[config.mk]
export PLATFORM = sky130hd
export DESIGN_NAME = spin_ticker_flat
export DESIGN_NICKNAME = d
export VERILOG_FILES = /design/src/rtl/spin_ticker_if.sv /design/src/rtl/spin_ticker.sv /design/src/flat_wrapper.sv
export SDC_FILE = /design/constraint.sdc
export NUM_CORES = 1
export LEC_CHECK = 0
export BUFFER_PORTS_ARGS = -buffer_cell sky130_fd_sc_hd__buf_4
export CAP_MARGIN = 10
export CORE_UTILIZATION = 35
export CTS_BUF_LIST = sky130_fd_sc_hd__clkbuf_8 sky130_fd_sc_hd__clkbuf_16
export CTS_CLUSTER_DIAMETER = 120
export DETAILED_ROUTE_END_ITERATION = 8
export PLACE_DENSITY_LB_ADDON = 0.08
export SLEW_MARGIN = 20
export SYNTH_ARGS = -nofsm -noshare
export SYNTH_HDL_FRONTEND = slang
export SYNTH_SLANG_ARGS = --single-unit
[constraint.sdc]
create_clock -name clk -period 6.7 [get_ports clk]
set_input_delay 0.67 -clock clk [delete_from_list [all_inputs] [get_ports clk]]
set_output_delay 0.67 -clock clk [all_outputs]
set_load 0.05 [all_outputs]
[src/rtl/spin_ticker_if.sv]
// spin_ticker_if: key input, direction request and step/status outputs of the
// roulette spin ticker. The master side is the top level (or a testbench) and
// the slave side is the ticker itself.
interface spin_ticker_if;
    logic key_n;
    logic dir_sw;
    logic step;
    logic dir;
    logic busy;
    logic landed;

    modport master (
        output key_n,
        output dir_sw,
        input  step,
        input  dir,
        input  busy,
        input  landed
    );

    modport slave (
        input  key_n,
        input  dir_sw,
        output step,
        output dir,
        output busy,
        output landed
    );
endinterface

[src/rtl/spin_ticker.sv]
// spin_ticker: step generator for the roulette display stage.
// A key press starts a spin. Steps come at a fixed fast rate while spinning,
// then at a steadily slowing rate until the wheel lands.
// Optional feature: define SPIN_DEBOUNCE_EN to put a debouncer between the
// key synchroniser and the press edge detector (DB_CYCLES sets its stable time).
module spin_ticker #(
    parameter logic [31:0] BASE_DIV   = 32'd2_500_000,
    parameter logic [31:0] DECEL_STEP = 32'd250_000,
    parameter logic [31:0] MAX_DIV    = 32'd25_000_000,
    parameter logic [7:0]  SPIN_STEPS = 8'd24,
    parameter logic [31:0] DB_CYCLES  = 32'd1_000_000
) (
    input  logic           clk,
    input  logic           nrst,
    spin_ticker_if.slave   bus
);

    typedef enum logic [1:0] {
        IDLE,
        SPIN,
        DECEL,
        LAND
    } state_t;

    state_t      state;
    logic [31:0] per;
    logic [31:0] div;
    logic [7:0]  scnt;

    logic        key_sync1;
    logic        key_sync2;
    logic        key_lvl;
    logic        key_prev;
    logic        press;

    logic        div_hit;
    logic [32:0] per_sum;
    logic [31:0] per_inc;
    logic [7:0]  scnt_inc;

    // Two-stage synchroniser for the asynchronous key; idles at the released level
    always_ff @(posedge clk or negedge nrst) begin
        if (!nrst) begin
            key_sync1 <= 1'b1;
            key_sync2 <= 1'b1;
        end else begin
            key_sync1 <= bus.key_n;
            key_sync2 <= key_sync1;
        end
    end

`ifdef SPIN_DEBOUNCE_EN
    logic [31:0] db_cnt;
    logic        key_filt;

    // Accept a new key level only after it has held steady for DB_CYCLES+1 cycles
    always_ff @(posedge clk or negedge nrst) begin
        if (!nrst) begin
            key_filt <= 1'b1;
            db_cnt   <= '0;
        end else if (key_sync2 == key_filt) begin
            db_cnt <= '0;
        end else if (db_cnt == DB_CYCLES) begin
            key_filt <= key_sync2;
            db_cnt   <= '0;
        end else begin
            db_cnt <= db_cnt + 32'd1;
        end
    end

    assign key_lvl = key_filt;
`else
    logic unused_db;
    assign unused_db = ^DB_CYCLES;
    assign key_lvl   = key_sync2;
`endif

    // Remember the previous key level so a high-to-low edge gives a one-cycle press
    always_ff @(posedge clk or negedge nrst) begin
        if (!nrst) begin
            key_prev <= 1'b1;
        end else begin
            key_prev <= key_lvl;
        end
    end

    assign press    = key_prev & ~key_lvl;
    assign div_hit  = (div == per - 32'd1);
    assign per_sum  = {1'b0, per} + {1'b0, DECEL_STEP};
    assign per_inc  = per_sum[32] ? 32'hFFFF_FFFF : per_sum[31:0];
    assign scnt_inc = (scnt == 8'hFF) ? scnt : scnt + 8'd1;

    // Spin state machine with registered step/dir/busy/landed outputs.
    // A press loads div with 1 because the press cycle itself is the first
    // cycle of the opening period, so the first step lands BASE_DIV cycles later.
    always_ff @(posedge clk or negedge nrst) begin
        if (!nrst) begin
            state      <= IDLE;
            per        <= '0;
            div        <= '0;
            scnt       <= '0;
            bus.step   <= 1'b0;
            bus.dir    <= 1'b0;
            bus.busy   <= 1'b0;
            bus.landed <= 1'b0;
        end else begin
            bus.step   <= 1'b0;
            bus.landed <= 1'b0;
            case (state)
                IDLE: begin
                    bus.busy <= 1'b0;
                    if (press) begin
                        bus.dir  <= bus.dir_sw;
                        bus.busy <= 1'b1;
                        per      <= BASE_DIV;
                        div      <= 32'd1;
                        scnt     <= '0;
                        state    <= SPIN;
                    end
                end
                SPIN: begin
                    if (div_hit) begin
                        bus.step <= 1'b1;
                        div      <= '0;
                        scnt     <= scnt_inc;
                        if (scnt_inc >= SPIN_STEPS && key_lvl) begin
                            per   <= per_inc;
                            state <= DECEL;
                        end
                    end else begin
                        div <= div + 32'd1;
                    end
                end
                DECEL: begin
                    if (press) begin
                        bus.dir <= bus.dir_sw;
                        per     <= BASE_DIV;
                        div     <= 32'd1;
                        scnt    <= '0;
                        state   <= SPIN;
                    end else if (div_hit) begin
                        bus.step <= 1'b1;
                        div      <= '0;
                        scnt     <= scnt_inc;
                        per      <= per_inc;
                        if (per_inc > MAX_DIV) begin
                            state <= LAND;
                        end
                    end else begin
                        div <= div + 32'd1;
                    end
                end
                LAND: begin
                    bus.landed <= 1'b1;
                    bus.busy   <= 1'b0;
                    state      <= IDLE;
                end
                default: begin
                    state <= IDLE;
                end
            endcase
        end
    end

endmodule

[src/flat_wrapper.sv]
// flat-port wrapper written by rule: the top's interface ports become plain ports
module spin_ticker_flat 
#(
    parameter logic [31:0] BASE_DIV   = 32'd2_500_000,
    parameter logic [31:0] DECEL_STEP = 32'd250_000,
    parameter logic [31:0] MAX_DIV    = 32'd25_000_000,
    parameter logic [7:0]  SPIN_STEPS = 8'd24,
    parameter logic [31:0] DB_CYCLES  = 32'd1_000_000
)
  (clk, nrst, bus_key_n, bus_dir_sw, bus_step, bus_dir, bus_busy, bus_landed);
  spin_ticker_if bus_i ();
  input  logic clk;
  input  logic nrst;
  input wire logic [$bits(bus_i.key_n)-1:0] bus_key_n;
  input wire logic [$bits(bus_i.dir_sw)-1:0] bus_dir_sw;
  output wire logic [$bits(bus_i.step)-1:0] bus_step;
  output wire logic [$bits(bus_i.dir)-1:0] bus_dir;
  output wire logic [$bits(bus_i.busy)-1:0] bus_busy;
  output wire logic [$bits(bus_i.landed)-1:0] bus_landed;
  assign bus_i.key_n = bus_key_n;
  assign bus_i.dir_sw = bus_dir_sw;
  assign bus_step = bus_i.step;
  assign bus_dir = bus_i.dir;
  assign bus_busy = bus_i.busy;
  assign bus_landed = bus_i.landed;
  spin_ticker #(.BASE_DIV(BASE_DIV), .DECEL_STEP(DECEL_STEP), .MAX_DIV(MAX_DIV), .SPIN_STEPS(SPIN_STEPS), .DB_CYCLES(DB_CYCLES)) u_core (.clk(clk), .nrst(nrst), .bus(bus_i));
endmodule
Word-level counts from Yosys, hierarchy flattened:

Index checks and enable logic that the tools add are counted.

* flip-flop bits (word level): 81
* output and inout port bits: 4
* logic and storage cells: 67
* input bits: 4

* mux-type cells: 29
* equality and inequality tests: 10
* bitwise logic cells: 2
* magnitude comparators: 2
* reductions and logical operators: 9
* add/sub/neg operators: 4

Operators by type and width (count)
* $mux W32: 9
* $pmux W32 S3: 2
* $add A32 B18 Y33 const B: 1
* $add A32 B1 Y32 const B: 1
* $eq A32 B32 Y1: 1
* $gt A32 B25 Y1 const B: 1
* $mux W8: 4
* $sub A32 B1 Y32 const B: 1
* $pmux W8 S3: 1
* $mux W2: 6
* $reduce_and A5 Y1: 2
* $add A8 B1 Y8 const B: 1
* $eq A8 B8 Y1 const B: 1
* $ge A8 B5 Y1 const B: 1
* $pmux W2 S4: 1
* $ne A2 B1 Y1 const B: 3
* $ne A3 B1 Y1 const B: 2
* $eq A2 B2 Y1 const B: 2
* $mux W1: 4
* $pmux W1 S2: 2
* $reduce_and A2 Y1: 2
* $reduce_bool A3 Y1: 1
* $eq A2 B1 Y1 const B: 1
* $logic_not A2 Y1: 1
* 5 further kinds: 5

Logic depth before layout (Yosys ltp):

Gate-level depths: netlist of run 1.

* word-level depth: 7
* gate-level depth with buffers: 16
* depth with buffers taken out: 11

Worst setup path after synthesis of run 1:

Ideal clock, no wire load.

* kind: flip-flop to flip-flop
* start point: reg u_core.per[23]
* end point: reg u_core.per[21]
* stages on the path, launching flop included: 12
* slack: 3.024 ns
* data arrival time: 3.550 ns
* cell sequence: dfrtp_1 -> buf_2 -> or4_4 -> or4_1 -> or3_1 -> a211o_1 -> a2111oi_4 -> nand4_2 -> nor3_4 -> o21ai_2 -> buf_6 -> o32a_1

* longest elaborated chain between the ends: 5
* elaborated cells between the ends (all ways): 12
* those cells by class: add/sub (2); eq/ne (3); mux (6); reduce/logical (1)

Ends and longest elaborated chain
* start, declared: RTL line spin_ticker.sv:26 `logic [31:0] per;`
* start signal, assigned: RTL line spin_ticker.sv:127 `per <= per_inc;`
* start signal, assigned: RTL line spin_ticker.sv:145 `per <= per_inc;`
* branches (longest 5 deep; another with $sub A32 B1 Y32)

Several ways; the timed one is not identified. The select of a mux whose other input is x is not followed.
A chain may end at the register's enable or synchronous reset.

Worst setup path after layout of run 1:

* start point: reg u_core.per[0]
* end point: reg u_core.per[21]

The elaborated chain is that of the path after synthesis.

==> results of run 1 <==
## synth_stat cells (all sizes together) (4+ instances only)
cell type  instances  share of area [%]
a32oi              9                1.2
or4                8               0.96
o22ai              7               0.66
mux2               7                1.2
a2bb2oi           17                2.2
nor4b              4               0.53
nor3              29                2.4
inv               47                2.7
o2111ai            4               0.53
o21ai             55                4.2
a31oi             23                2.2
nand4             24                2.4
nand2b             6               0.57
dfrtp             78                 29
a21oi             52                4.0
a211o              4               0.53
and3              15                1.4
o211ai             9                1.0
nor4              14                1.3
nand2             65                3.7
a211oi             6               0.68
or3                5               0.47
nor2              54                3.1
buf               11               0.87
clkbuf            58                3.3
mux2i             18                2.7
a21o               5               0.57
o31ai              4               0.45
xnor2             37                4.9
and4              10                1.3
o21a               9                1.0
xor2              18                2.4
nand3             55                4.2
ha                 9                1.7
and2               5               0.47
## cells by family after synthesis
logic type                 after synthesis
DFF                                     81
and+or+nand+nor                        312
buffers and inverters                  116
adders and majority gates                9
xor gates and xnor gates                56
AOI/OAI and AO/OA                      240
muxes                                   25
## critical path: stages (launching register included)
cell and delay, ns:
dfrtp_1 0.43, nor4_1 0.84, nand4_1 0.56, or2_2 0.46, o31ai_1 0.40, o2111ai_1 0.36, nor3_4 0.25, buf_4 0.31
o21ai_2 0.19, buf_4 0.26, o32a_1 0.37
## layout make-up
type	instances	area, µm²
repair buffers	21	157.7
clock buffers	10	239.0
inverters	47	176.4
clock inverters	6	37.54
well taps	229	286.5
flip-flops and latches	81	2031
fillers	1895	11180
multi-input cells	642	4163
## placed cells by master (no fill, tap or decap), drive strengths merged, types with 10 or more instances in the layout
cell type,count
buf,21
a31oi,23
and4,10
nand4,24
clkbuf,10
xnor2,37
and3,15
nor2,54
o21ai,55
nor4,14
nand2,65
nor3,29
a2bb2oi,17
mux2i,18
dfrtp,78
a21oi,52
xor2,18
nand3,55
inv,49
## flip-flops by register name, indices dropped and copies added (netlist names)
name and flops:
u_core.bus.busy 1, u_core.bus.dir 1, u_core.bus.landed 1, u_core.bus.step 1, u_core.div 32, u_core.key_lvl 1, u_core.key_prev 1, u_core.key_sync1 1
u_core.per 32, u_core.scnt 8, u_core.state 2
## routing by layer
layer	track usage [%]	vias up
met1	32.92	3141
met3	4.061	55
met5	0	-
met4	9.649	0
met2	34.28	290
li1	-	3044
## power by group through the flow
stage | Combinational (W) | Clock [W] | Sequential (W)
after floorplan | 0.00120 | 0 | 0.000629
after global placement | 0.00154 | 0 | 0.000744
after detailed placement | 0.00154 | 0 | 0.000750
after CTS | 0.00155 | 0.000493 | 0.000741
after global routing | 0.00170 | 0.000513 | 0.000764
final | 0.00157 | 0.000478 | 0.000753
## worst max path at each step
stage	startpoint	endpoint	cells past startpoint
global route	u_core.per[0]	u_core.per[21]	11
finish	u_core.per[0]	u_core.per[21]	10
detailed placement	u_core.per[0]	u_core.per[21]	10
CTS	u_core.per[0]	u_core.per[21]	10
global placement	u_core.per[2]	u_core.per[21]	10
floorplan	u_core.per[23]	u_core.per[21]	11
## metrics by stage
stage	setup slack (ns)	std cells	power, W	utilization (%)
2_1_floorplan	3.024	839	0.001825	-
4_1_cts	2.161	1036	0.002787	38.78
3_3_place_gp	2.363	1020	0.002289	37.26
6_report	2.146	1036	0.002806	38.81
3_5_place_dp	2.177	1020	0.002290	37.26
5_1_grt	1.831	1036	0.002981	38.81
==> flow_metrics.tcl, run 1 <==
set metrics [dict create \
    endpoint_kind "flip-flop" \
    r2r_start "u_core.per[0]" \
    slew_viol_final 0 \
    drive_gt1_share_pct 7.559 \
    power.share.switching_pct 50.97 \
    grt_overflow 0 \
    cts-root-buf "clkbuf_16" \
    clock_latency_ns 0.36 \
    initial_core_util_pct 36.22 \
    ctsHtreeMaxLevel 3 \
    syn_area_um2 6618 \
    min_path_type "in2async" \
    drc 0 \
    core-area_um2 18270 \
    synth_top_family_by_area "simple AND/OR/NAND/NOR gates" \
    antenna_found_initial 0 \
    muxShareOfSynthArea_pct 3.914 \
    port_buffers 7 \
    fin_nets 815 \
    cp.arrival_ns 4.79 \
    numCtsBuffers 9 \
    synth_fp_nets 852 \
    p_sw_w 0.001430 \
    wl_um 22050 \
    p_per_area_nw_per_um2 395.7 \
    wl_met1_um 10450 \
    cts_max_path_buffers 2 \
    wl_per_cell_um 21.28 \
    ys_seq_area_share_pct 30.69 \
    place_area_um2 6808 \
    pin_count 8 \
    cts_setup_buffers 0 \
    clock-skew-final_ns 0.01273 \
    rows 49 \
    synth-edff-count 0 \
    grt_pass1_wl_um 34900 \
    final_hold_viol_count 0 \
    post-route-period-util_pct 67.96 \
    ys_ff_latch 81 \
    clk_pin_slew_ns 0.07 \
    seqPwrFrac_pct 26.8 \
    power_frac_clock_pct 17.0 \
    syn_area_per_cell_um2 7.887 \
    fp.dieArea_um2 19460 \
    rr_worst_depth 10 \
    synth_compound_area_share_pct 24.43 \
    holdWs_ns 0.2252 \
    initialDrtViolationCount 664 \
    dieHeight_um 139.5 \
    p_leak_nw 2.655 \
    clock-sinks 81 \
    synth.distinct_cells 77 \
    finish.instance_area_um2 7091 \
    cap_violations 0 \
    comb_power_share_pct 56.1 \
    vias_per_cell 6.303 \
    r2r-end "u_core.per[21]" \
    reg2reg_slack_ns 2.15 \
    worst_pin_slew_ns 1.002 \
    vias 6530 \
    cts_tree "built" \
    slew_headroom_pct 32.35 \
    syn_inst 839 \
    path_class "reg2reg" \
    highest_layer "met4" \
    rsz0062_at_grt "no" \
    routabilityCongestion 0.9042 \
    hpwl_um 15520 \
    critPathMaxFanout 24 \
    dieWidth_um 139.5 \
    synth_xor_area_share_pct 7.620 \
    wl_met2_um 9320 \
    fmax_mhz 219.6 \
    ir_drop_v 0.0001708 \
    cp.required_ns 6.94 \
    cp-start-kind "flip-flop" \
    post_cts_resized 0 \
    setup_viol 0 \
    yosys_most_used_dff "dfrtp_1" \
    grt_max_degree 57 \
    wl_met3_um 1429 \
    grt_pass1_vias 6114 \
    grt_usage_pct 23.13 \
    diodes 0 \
    ant_nets 0 \
    setup_tns_ns 0 \
    intPower_w 0.001376 \
    first_pass_iters 6 \
    yosys.area_share.simple_pct 24.83 \
    synthArstFlopShare_pct 100.0 \
    ctsHoldBuffers 0 \
    synthAdderAreaFrac_pct 1.702 \
    ys_warn_count 0 \
    status "completed" \
    min_period_ns 4.554 \
    area_growth_pct 7.147 \
]
(Power assumes the default switching activity.)
==> run 2: changes to the inputs <==
==> constraint.sdc (replaced) <==
create_clock -name clk -period 4.15 [get_ports clk]
set_input_delay 0.415 -clock clk [delete_from_list [all_inputs] [get_ports clk]]
set_output_delay 0.415 -clock clk [all_outputs]
set_load 0.05 [all_outputs]
==> run 2 against run 1 <==
Compared with the run above: clock power rose by 67%; routed wire length up 2.8%; clock-buffer cell count fell by 1; utilization up 1.2 points; sequential cell count unchanged; non-clock buffer count is 28 higher; global-route usage grew 0.70 points; sequential power rose by 51%; combinational power grew 75%.
==> flow_metrics.tcl, run 2 (same netlist as run 1, synthesis figures left out) <==
set metrics [dict create \
    status "completed" \
    fmax_mhz 259.2 \
    drive_gt1_share_pct 10.78 \
    power_w 0.004677 \
    clock-skew-final_ns 0.008250 \
    slew_viol_final 0 \
    setup_tns_ns 0 \
    dieHeight_um 139.5 \
    ir_drop_v 0.0002686 \
    reg_top3 "u_core.div: 32 flops, u_core.per: 32 flops, u_core.scnt: 8 flops" \
    fillers 1867 \
    max_stage_delay_ns 0.70 \
    setup_viol 0 \
    r2r-end "u_core.per[5]" \
    rsz0062_at_grt "no" \
    pin_count 8 \
    cpMostUsedCell "buf_4" \
    final_cell_mix "dfrtp_1, nand2_1, nand3_1" \
    vias_per_cell 6.213 \
    post-route-period-util_pct 92.96 \
    wl_um 22660 \
    port_buffers 7 \
    regArea_um2 2031 \
    final_hold_viol_count 0 \
    grt_usage_pct 23.83 \
    initialDrtViolationCount 493 \
    rows 49 \
    vias 6611 \
    rr_worst_depth 13 \
    clk_pin_slew_ns 0.07 \
    fin_nets 843 \
    grt_overflow 0 \
    r2r_start "u_core.per[5]" \
    fp.dieArea_um2 19460 \
    reg2reg_slack_ns 0.29 \
    post_cts_resized 0 \
    slew_headroom_pct 36.49 \
    critPathSlowestCell "o21ai_2" \
    grt_pass1_wl_um 36000 \
    dieWidth_um 139.5 \
    p_leak_nw 2.803 \
    layout_commonest_cell "dfrtp_1" \
    wl_per_cell_um 21.30 \
    numCtsBuffers 9 \
    cts_max_path_buffers 2 \
    area_growth_pct 10.36 \
    cp-start-kind "flip-flop" \
    diodes 0 \
    cp.required_ns 4.43 \
    dp_slack_ns 0.3563 \
    cap_violations 0 \
    min_period_ns 3.858 \
    path_cells "inv_1 > ha_1 > nor4bb_1 > buf_4 > and4_1 > a211oi_1 > nor4_1 > o21ai_0 > o2111ai_1 > nor3_4 > o21ai_2 > buf_4 > mux2i_1" \
    hpwl_um 16630 \
    multi_input_comb_area_um2 4156 \
    worst_pin_slew_ns 0.9482 \
    setup_ws_ns 0.2921 \
    ant_nets 0 \
    endpoint_kind "flip-flop" \
    drc 0 \
    p_per_area_nw_per_um2 640.4 \
    first_pass_iters 5 \
    cp.arrival_ns 4.14 \
    antenna_found_initial 0 \
    cts_tree "built" \
    grt_pass1_vias 6286 \
    cts-root-buf "clkbuf_16" \
    core-area_um2 18270 \
    grt_max_degree 51 \
    initial_core_util_pct 36.22 \
    clock_latency_ns 0.35 \
    ctsHoldBuffers 0 \
    min_path_type "in2async" \
    cts_setup_buffers 0 \
    critPathMaxFanout 16 \
    routabilityCongestion 0.9113 \
    clock-sinks 81 \
    ctsHtreeMaxLevel 3 \
    path_class "reg2reg" \
]
-- run 2: cell count changes in the layout (fill, tap and decap cells not counted), sizes merged --
cell      previous run  this run
buf                 21        49
inv                 49        52
clkinv               0         1
clkbuf              10         9
clkinvlp             4         1
-- run 2: cell type report --
type	instances	share of cell area, %
clock buffer	9	3.084
clock inverter	7	0.8223
inverter	47	2.416
multi-input combinational	642	56.91
sequential	81	27.81
tap	229	3.923
timing repair buffer	49	5.037
-- run 2: layer usage --
layer	wire, µm	global-route usage [%]	vias to the layer above
met5	0	0	-
met4	573	8.363	0
met3	1377	4.129	45
met2	9900	35.73	270
met1	10810	34.19	3202
li1	-	-	3094
-- run 2: critical path: cells and delay by family (launching register included) --
| family | cells | cell delay, ns |
|---|---|---|
| AOI/OAI and AO/OA | 4 | 1.36 |
| adders and majority gates | 1 | 0.17 |
| buffers and inverters | 3 | 0.64 |
| DFF | 1 | 0.38 |
| muxes | 1 | 0.20 |
| and+or+nand+nor | 4 | 1.03 |
-- run 2: where the power goes --
group | switching, W | internal, W | total [W]
clock | 0.000382 | 0.000418 | 0.000800
combinational | 0.00175 | 0.000984 | 0.00274
sequential | 0.000238 | 0.000903 | 0.00114
total | 0.00237 | 0.00230 | 0.00468
-- run 2: stage by stage --
step | hold WS [ns] | instance area, µm² | utilization [%] | std cells
floorplan | 0.1194 | 6618 | - | 839
global placement | 0.3471 | 7018 | 38.41 | 1048
detailed placement | 0.3479 | 7018 | 38.41 | 1048
CTS | 0.1297 | 7303 | 39.97 | 1064
global route | 0.1515 | 7303 | 39.97 | 1064
finish | 0.1066 | 7303 | 39.97 | 1064
-- run 2: how the worst max path moves through the flow --
stage / to / depth (start not counted) / slack (ns) / start
2_1_floorplan: u_core.per[21] / 11 / 0.47 / u_core.per[23]
3_5_place_dp: u_core.per[7] / 10 / 0.36 / u_core.per[23]
4_1_cts: u_core.per[7] / 10 / 0.32 / u_core.per[23]
5_1_grt: u_core.per[5] / 13 / 0.10 / u_core.per[0]
3_3_place_gp: u_core.per[5] / 13 / 0.41 / u_core.per[5]
6_report: u_core.per[5] / 13 / 0.29 / u_core.per[5]
